File: config.mk
export PLATFORM = sky130hd
export DESIGN_NAME = keypad_scan_ctrl_flat
export DESIGN_NICKNAME = d
export VERILOG_FILES = /design/src/rtl/keypad_pkg.sv /design/src/rtl/keypad_scan_ctrl_if.sv /design/src/rtl/keypad_sync2.sv /design/src/rtl/keypad_scan_ctrl.sv /design/src/flat_wrapper.sv
export SDC_FILE = /design/constraint.sdc
export NUM_CORES = 1
export LEC_CHECK = 0
export ABC_AREA = 1
export CORE_ASPECT_RATIO = 1.1
export CORE_UTILIZATION = 65
export CTS_BUF_LIST = sky130_fd_sc_hd__clkbuf_2
export DETAILED_ROUTE_END_ITERATION = 8
export PLACE_DENSITY = 0.9
export SLEW_MARGIN = 20
export SYNTH_ARGS = -nofsm -noshare
export SYNTH_HDL_FRONTEND = slang
export SYNTH_SLANG_ARGS = --single-unit
File: constraint.sdc
create_clock -name clk -period 5.9 [get_ports clk]
set_input_delay 0.885 -clock clk [delete_from_list [all_inputs] [get_ports clk]]
set_output_delay 0.885 -clock clk [all_outputs]
set_load 0.01 [all_outputs]
File: src/rtl/keypad_pkg.sv
// Shared types, sizes and the row/column-to-code lookup used by the keypad
// scan controller and its bench.
package keypad_pkg;

    typedef enum logic [1:0] {
        SCAN     = 2'd0,
        DEBOUNCE = 2'd1,
        HELD     = 2'd2,
        RELEASE  = 2'd3
    } state_t;

    localparam int NUM_ROWS = 4;
    localparam int NUM_COLS = 3;

    localparam logic [3:0] KEY_STAR = 4'hA;
    localparam logic [3:0] KEY_HASH = 4'hB;

    // col is one-hot with bit 2 as the leftmost column.
    function automatic logic [3:0] key_map(input logic [1:0] row, input logic [2:0] col);
        logic [3:0] pos;
        logic [3:0] code;
        case (col)
            3'b100:  pos = 4'd0;
            3'b010:  pos = 4'd1;
            default: pos = 4'd2;
        endcase
        if (row == 2'd3) begin
            case (pos)
                4'd0:    code = KEY_STAR;
                4'd1:    code = 4'd0;
                default: code = KEY_HASH;
            endcase
        end else begin
            code = ({2'b00, row} * 4'd3) + pos + 4'd1;
        end
        return code;
    endfunction

endpackage

File: src/rtl/keypad_scan_ctrl_if.sv
// Keypad line and key-event bundle between the scan controller (master) and
// the physical keypad / time-entry logic (slave).
interface keypad_scan_ctrl_if;

    // key_valid is a single-cycle strobe with no ready: the consumer must take
    // key_code in the cycle key_valid is high; key_code stays stable afterwards.
    logic                  scan_en;
    logic [2:0]            cols;
    logic [3:0]            rows;
    logic [3:0]            key_code;
    logic                  key_valid;
    logic                  key_held;
    keypad_pkg::state_t    state;

    modport master (
        input  scan_en,
        input  cols,
        output rows,
        output key_code,
        output key_valid,
        output key_held,
        output state
    );

    modport slave (
        output scan_en,
        output cols,
        input  rows,
        input  key_code,
        input  key_valid,
        input  key_held,
        input  state
    );

endinterface

File: src/rtl/keypad_sync2.sv
// Two-flop synchroniser for the asynchronous keypad column lines.
module keypad_sync2 #(
    parameter int W = 3
) (
    input  logic         clk,
    input  logic         reset,
    input  logic [W-1:0] d,
    output logic [W-1:0] q
);

    logic [W-1:0] meta_d, meta_q;
    logic [W-1:0] sync_d, sync_q;

    always_comb begin
        meta_d = d;
        sync_d = meta_q;
    end

    always_ff @(posedge clk or posedge reset) begin
        if (reset) begin
            meta_q <= '0;
            sync_q <= '0;
        end else begin
            meta_q <= meta_d;
            sync_q <= sync_d;
        end
    end

    assign q = sync_q;

endmodule

File: src/rtl/keypad_scan_ctrl.sv
// Row-scanning keypad controller: drives one row at a time, debounces press and
// release of a single key, and emits one key code strobe per accepted press.
module keypad_scan_ctrl
    import keypad_pkg::*;
#(
    parameter int SCAN_DIV        = 16,
    parameter int DEBOUNCE_CYCLES = 1000,
    parameter int CNT_W           = 16
) (
    input  logic                clk,
    input  logic                reset,
    keypad_scan_ctrl_if.master  kif
);

    localparam logic [CNT_W-1:0] DWELL_LAST = CNT_W'(SCAN_DIV - 1);
    localparam logic [CNT_W-1:0] DB_LAST    = CNT_W'(DEBOUNCE_CYCLES - 1);

    logic [2:0] scols;

    keypad_sync2 #(.W(NUM_COLS)) u_sync (
        .clk   (clk),
        .reset (reset),
        .d     (kif.cols),
        .q     (scols)
    );

    state_t            state_d, state_q;
    logic [1:0]        row_idx_d, row_idx_q;
    logic [3:0]        rows_d, rows_q;
    logic [2:0]        col_d, col_q;
    logic [CNT_W-1:0]  cnt_d, cnt_q;
    logic [3:0]        key_code_d, key_code_q;
    logic              key_valid_d, key_valid_q;
    logic              key_held_d, key_held_q;

    logic              scols_onehot;

    assign scols_onehot = (scols == 3'b001) || (scols == 3'b010) || (scols == 3'b100);

    always_comb begin
        state_d     = state_q;
        row_idx_d   = row_idx_q;
        col_d       = col_q;
        cnt_d       = cnt_q;
        key_code_d  = key_code_q;
        key_valid_d = 1'b0;
        key_held_d  = key_held_q;

        case (state_q)
            SCAN: begin
                key_held_d = 1'b0;
                if (kif.scan_en) begin
                    if (cnt_q == DWELL_LAST) begin
                        cnt_d = '0;
                        // Zero or several columns (multi-press/ghosting) just move on.
                        if (scols_onehot) begin
                            col_d   = scols;
                            state_d = DEBOUNCE;
                        end else begin
                            row_idx_d = row_idx_q + 2'd1;
                        end
                    end else begin
                        cnt_d = cnt_q + 1'b1;
                    end
                end
            end

            DEBOUNCE: begin
                if (!kif.scan_en) begin
                    state_d = SCAN;
                    cnt_d   = '0;
                end else if (scols == col_q) begin
                    if (cnt_q == DB_LAST) begin
                        key_code_d  = key_map(row_idx_q, col_q);
                        key_valid_d = 1'b1;
                        key_held_d  = 1'b1;
                        state_d     = HELD;
                        cnt_d       = '0;
                    end else begin
                        cnt_d = cnt_q + 1'b1;
                    end
                end else begin
                    cnt_d     = '0;
                    state_d   = SCAN;
                    row_idx_d = row_idx_q + 2'd1;
                end
            end

            HELD: begin
                if (!kif.scan_en) begin
                    state_d    = SCAN;
                    key_held_d = 1'b0;
                    cnt_d      = '0;
                end else if (scols == 3'b000) begin
                    state_d = RELEASE;
                    cnt_d   = '0;
                end
            end

            RELEASE: begin
                if (!kif.scan_en) begin
                    state_d    = SCAN;
                    key_held_d = 1'b0;
                    cnt_d      = '0;
                end else if (scols == 3'b000) begin
                    if (cnt_q == DB_LAST) begin
                        key_held_d = 1'b0;
                        state_d    = SCAN;
                        row_idx_d  = row_idx_q + 2'd1;
                        cnt_d      = '0;
                    end else begin
                        cnt_d = cnt_q + 1'b1;
                    end
                end else begin
                    cnt_d   = '0;
                    state_d = HELD;
                end
            end

            default: begin
                state_d = SCAN;
                cnt_d   = '0;
            end
        endcase

        rows_d = 4'b0001 << row_idx_d;
    end

    always_ff @(posedge clk or posedge reset) begin
        if (reset) begin
            state_q     <= SCAN;
            row_idx_q   <= 2'd0;
            rows_q      <= 4'b0001;
            col_q       <= 3'b000;
            cnt_q       <= '0;
            key_code_q  <= 4'd0;
            key_valid_q <= 1'b0;
            key_held_q  <= 1'b0;
        end else begin
            state_q     <= state_d;
            row_idx_q   <= row_idx_d;
            rows_q      <= rows_d;
            col_q       <= col_d;
            cnt_q       <= cnt_d;
            key_code_q  <= key_code_d;
            key_valid_q <= key_valid_d;
            key_held_q  <= key_held_d;
        end
    end

    assign kif.rows      = rows_q;
    assign kif.key_code  = key_code_q;
    assign kif.key_valid = key_valid_q;
    assign kif.key_held  = key_held_q;
    assign kif.state     = state_q;

endmodule

File: src/flat_wrapper.sv
// flat-port wrapper written by rule: the top's interface ports become plain ports
module keypad_scan_ctrl_flat import keypad_pkg::*;
#(
    parameter int SCAN_DIV        = 16,
    parameter int DEBOUNCE_CYCLES = 1000,
    parameter int CNT_W           = 16
)
  (clk, reset, kif_scan_en, kif_cols, kif_rows, kif_key_code, kif_key_valid, kif_key_held, kif_state);
  keypad_scan_ctrl_if kif_i ();
  input  logic clk;
  input  logic reset;
  input wire logic [$bits(kif_i.scan_en)-1:0] kif_scan_en;
  input wire logic [$bits(kif_i.cols)-1:0] kif_cols;
  output wire logic [$bits(kif_i.rows)-1:0] kif_rows;
  output wire logic [$bits(kif_i.key_code)-1:0] kif_key_code;
  output wire logic [$bits(kif_i.key_valid)-1:0] kif_key_valid;
  output wire logic [$bits(kif_i.key_held)-1:0] kif_key_held;
  output wire logic [$bits(kif_i.state)-1:0] kif_state;
  assign kif_i.scan_en = kif_scan_en;
  assign kif_i.cols = kif_cols;
  assign kif_rows = kif_i.rows;
  assign kif_key_code = kif_i.key_code;
  assign kif_key_valid = kif_i.key_valid;
  assign kif_key_held = kif_i.key_held;
  assign kif_state = kif_i.state;
  keypad_scan_ctrl #(.SCAN_DIV(SCAN_DIV), .DEBOUNCE_CYCLES(DEBOUNCE_CYCLES), .CNT_W(CNT_W)) u_core (.clk(clk), .reset(reset), .kif(kif_i));
endmodule
==> impl_results.md <==
* Root buffer cell: clkbuf_2
* Max Clock Skew at 0.0277 ns
* Filler Cells Inserted at 240
* Clock insertion delay at the later pin of the skew report at about 0.42 ns
* Crit path max-delay cell type: dfstp_2
* Max-cap violations at 0
* Synth-to-layout area growth at 12.6%
* RR Startpoint: u_core.col_q[1]$_DFFE_PP0P_
* Static power due to leakage at 0.00133 uW
* Source of the worst hold timing path: u_core.u_sync.meta_q[0]$_DFF_PP0_
* Via Count at around 2000
* Crit path max-delay family: flip-flops
* Capture point of the worst reg-to-reg path: u_core.kif.key_code[1]$_DFFE_PP0P_
* Initial Utilization at 69.1%
* Die Span Y at 64.9 um
* Delay of the slowest critical-path stage at 0.58 ns
* Number of placement rows at 22
* Area inside the core boundary at around 3400 sq um
* Switching share of power at 33.6%
* Number of max-slew violations in the final report at 0
* Top FF cell, synth: dfrtp_1
* Die area at approximately 3800 sq um
* DP Wirelength at 3.50 mm
* Maximum fanout along the worst path at 1
* I/O Pins at 18
* Sink of the worst hold path: u_core.u_sync.q[0]$_DFF_PP0_
* Unrepaired setup endpoints after global routing: false
* Overall routed net length at between 4 and 5 mm
* Power share of the combinational group at between 20% and 30%
* Reg2Reg Depth at 7
* Number of DRC violations after detailed-routing iteration 0 at 150
* Die width at 59.2 um
* Worst IR drop on VDD at 0.225 mV
* Category of the most critical setup path: reg -> out
* WP buf/inv at 1
* Non-filler cells in the finished layout at between 300 and 400
* Average size of a mapped cell at 7.52 sq um
* Number of synthesized register bits at 39
* Clock tree sinks at 39
* Vias in the first global route at 1915
* Number of H-tree branching levels at 2
* Synth warn at 0
* Number of stages on the worst hold path at 0
* Pwr Density at roughly 240 nW/um^2
* CTS max path bufs at 2
* Inserted Diodes at 0
* Min setup slack post-route at roughly 3.5 ns
* Least-Margin Pin Slew at 0.507 ns
* Post-CTS setup repair buffer count at 0
* Sequential element share of the synthesized area at around two fifths
* Clock share of power at 26.5%
* Time the final worst path needs with I/O delays and setup at 2.40 ns
* Post-Route Setup TNS at 0 ns
* Post-placement setup slack at 3.15 ns
* Syn_nets at between 300 and 400
* Global-route congestion overflow total at 0
* Relative max-transition margin at 66.2%
* List of cells traversed by the critical path: clkdlybuf4s50_1
* Power spent charging and discharging nets at 211 uW
* Number of placed instances with taps included at 376
* Number of enable-type register cells in the synthesized netlist at 0
* Via-to-Cell Ratio at 5.33
* Synthesized area at 2340 sq um
* Critical Path Start Type: flip-flop
* Wire per inst at 12.1 um
* Number of buffer cells added on primary ports at 17
* Class of the worst hold path: reg -> reg
* Nets@finish at 348
* Hold violation total from the final report at 0
* Initial DRT Pass Iterations at 4
* Endpoint type of the worst setup path: output pin
* Share of post-route cells with drive strength above 1 at 10.1%
* Required time at the worst-slack endpoint at 5.02 ns
* Data arrival time of the critical path at approximately 1.5 ns
* Clock input transition at the sequential cells of the worst setup and hold paths at 0.22 ns
* Number of hold-repair buffers added at the cts stage at 0
* Post-synthesis instance total at 311
* Highest Clock Rate at 417 MHz
* Share of the core filled with cells at 77.8%
* Pin count of the biggest net entering global routing at 40
* Status: finished, final reports clean
* Hold WS at 0.392 ns
* Global-route wire length before repair at 8.19 mm
* Final weighted congestion in routability-driven placement at 0.890
* DRC errors left at 0
* Sequential group share of total power at between 50% and 60%
* TritonCTS clock tree: built
* ANT nets after route at 0
* GRT Util Overall at 28.2%
* # setup viols final at 0
* Antenna violations before repair at 0
* Count of unique library cells instantiated by Yosys at 31
* Int Power at 417 uW
* Post_cts resized at 0
* Final Cycle Share at 40.7%
* Share of synthesized flip-flops with an asynchronous set or reset at 100%
* Reg2Reg Setup Slack at 3.66 ns
* Num CTS Buffers at 5
[worst max path at each step]
stage	startpoint	end	slack (ns)	cells past startpoint
floorplan	u_core.col_q[1]$_DFFE_PP0P_	u_core.kif.key_code[1]$_DFFE_PP0P_	3.85	7
global placement	kif_scan_en	u_core.cnt_q[7]$_DFFE_PP0P_	3.24	12
detailed placement	kif_scan_en	u_core.cnt_q[7]$_DFFE_PP0P_	3.15	12
CTS	u_core.kif.rows[0]$_DFF_PP1_	kif_rows[0]	3.49	1
global route	u_core.kif.state[1]$_DFFE_PP0P_	kif_state[1]	3.44	1
finish	u_core.kif.rows[0]$_DFF_PP1_	kif_rows[0]	3.50	1
[cell usage in the layout, fill, tap and decap left out, types with 4 or more instances in the layout]
master,n
nand3_1,21
a21oi_1,5
nand4_1,10
dfrtp_1,38
nand2_2,5
nor2_4,4
ha_1,5
nand2_1,85
clkbuf_2,5
o21ai_0,14
inv_1,48
xor2_1,4
nor2_1,41
inv_2,4
clkdlybuf4s50_1,17
[cell usage after synthesis, types with 2 or more instances]
master | n | area share (%)
o21ai_0 | 14 | 3.0
nor2_2 | 2 | 0.53
nand4_1 | 10 | 2.7
nand2_1 | 85 | 14
dfrtp_1 | 38 | 41
o21a_1 | 2 | 0.64
nand2_2 | 5 | 1.3
nor2_1 | 41 | 6.6
inv_1 | 48 | 7.7
xnor2_1 | 3 | 1.1
a21oi_1 | 5 | 1.1
fa_1 | 2 | 1.7
nor2_4 | 4 | 1.9
o21bai_1 | 2 | 0.64
nor3_2 | 2 | 0.86
nor3_1 | 3 | 0.64
xor2_1 | 4 | 1.5
inv_2 | 4 | 0.64
nand3_1 | 21 | 4.5
ha_1 | 5 | 2.7
[kinds of logic (layout without fill, tap and decap cells)]
| family | after synthesis | after routing | share of synthesized area (%) |
|---|---|---|---|
| flip-flops | 39 | 39 | 41.8 |
| AO/OA/AOI/OAI | 26 | 26 | 6.74 |
| AND/OR/NAND/NOR | 179 | 179 | 35.7 |
| adder cells (fa/ha/maj) | 7 | 7 | 4.39 |
| buffers and inverters | 53 | 78 | 8.82 |
| XOR/XNOR | 7 | 7 | 2.62 |
[layout make-up]
cell class / count / area (sq um) / share of cell area (%)
multi-input combinational: 219 / 1160 / 43.9
tap: 48 / 60.1 / 2.28
inverter: 52 / 195 / 7.41
clock buffer: 5 / 25.0 / 0.950
clock inverter: 3 / 43.8 / 1.66
sequential: 39 / 977 / 37.1
timing repair buffer: 18 / 178 / 6.74
[power by group through the flow]
| stage | clock, uW | combinational, uW | sequential (uW) |
|---|---|---|---|
| after floorplan | 0 | 103 | 328 |
| after global placement | 0 | 123 | 334 |
| after detailed placement | 0 | 128 | 336 |
| after CTS | 167 | 129 | 330 |
| after global routing | 180 | 151 | 337 |
| final | 166 | 130 | 332 |
[metal layers]
| metal | part of all wire, % | wire length (um) | track usage, % | vias up |
|---|---|---|---|---|
| met1 | 44 | 2040 | 34.3 | 957 |
| met3 | 4.1 | 190 | 6.19 | 13 |
| met5 | 0 | 0 | 0 | - |
| met2 | 50 | 2330 | 48.0 | 51 |
| li1 | - | - | - | 1025 |
| met4 | 2.0 | 91 | 10.7 | 0 |
[metrics by stage]
stage          cell area [sq um]  power, uW
6_report                    2640        628
5_1_grt                     2640        668
4_1_cts                     2640        627
3_5_place_dp                2570        464
3_3_place_gp                2570        457
2_1_floorplan               2340        431
[flip-flops by register name, indices dropped and copies added (netlist names)]
signal	flops
u_core.col_q	3
u_core.u_sync.meta_q	3
u_core.kif.key_code	4
u_core.kif.key_valid	1
u_core.kif.state	2
u_core.cnt_q	16
u_core.row_idx_q	2
u_core.u_sync.q	3
u_core.kif.rows	4
u_core.kif.key_held	1
(Power assumes the default switching activity.)
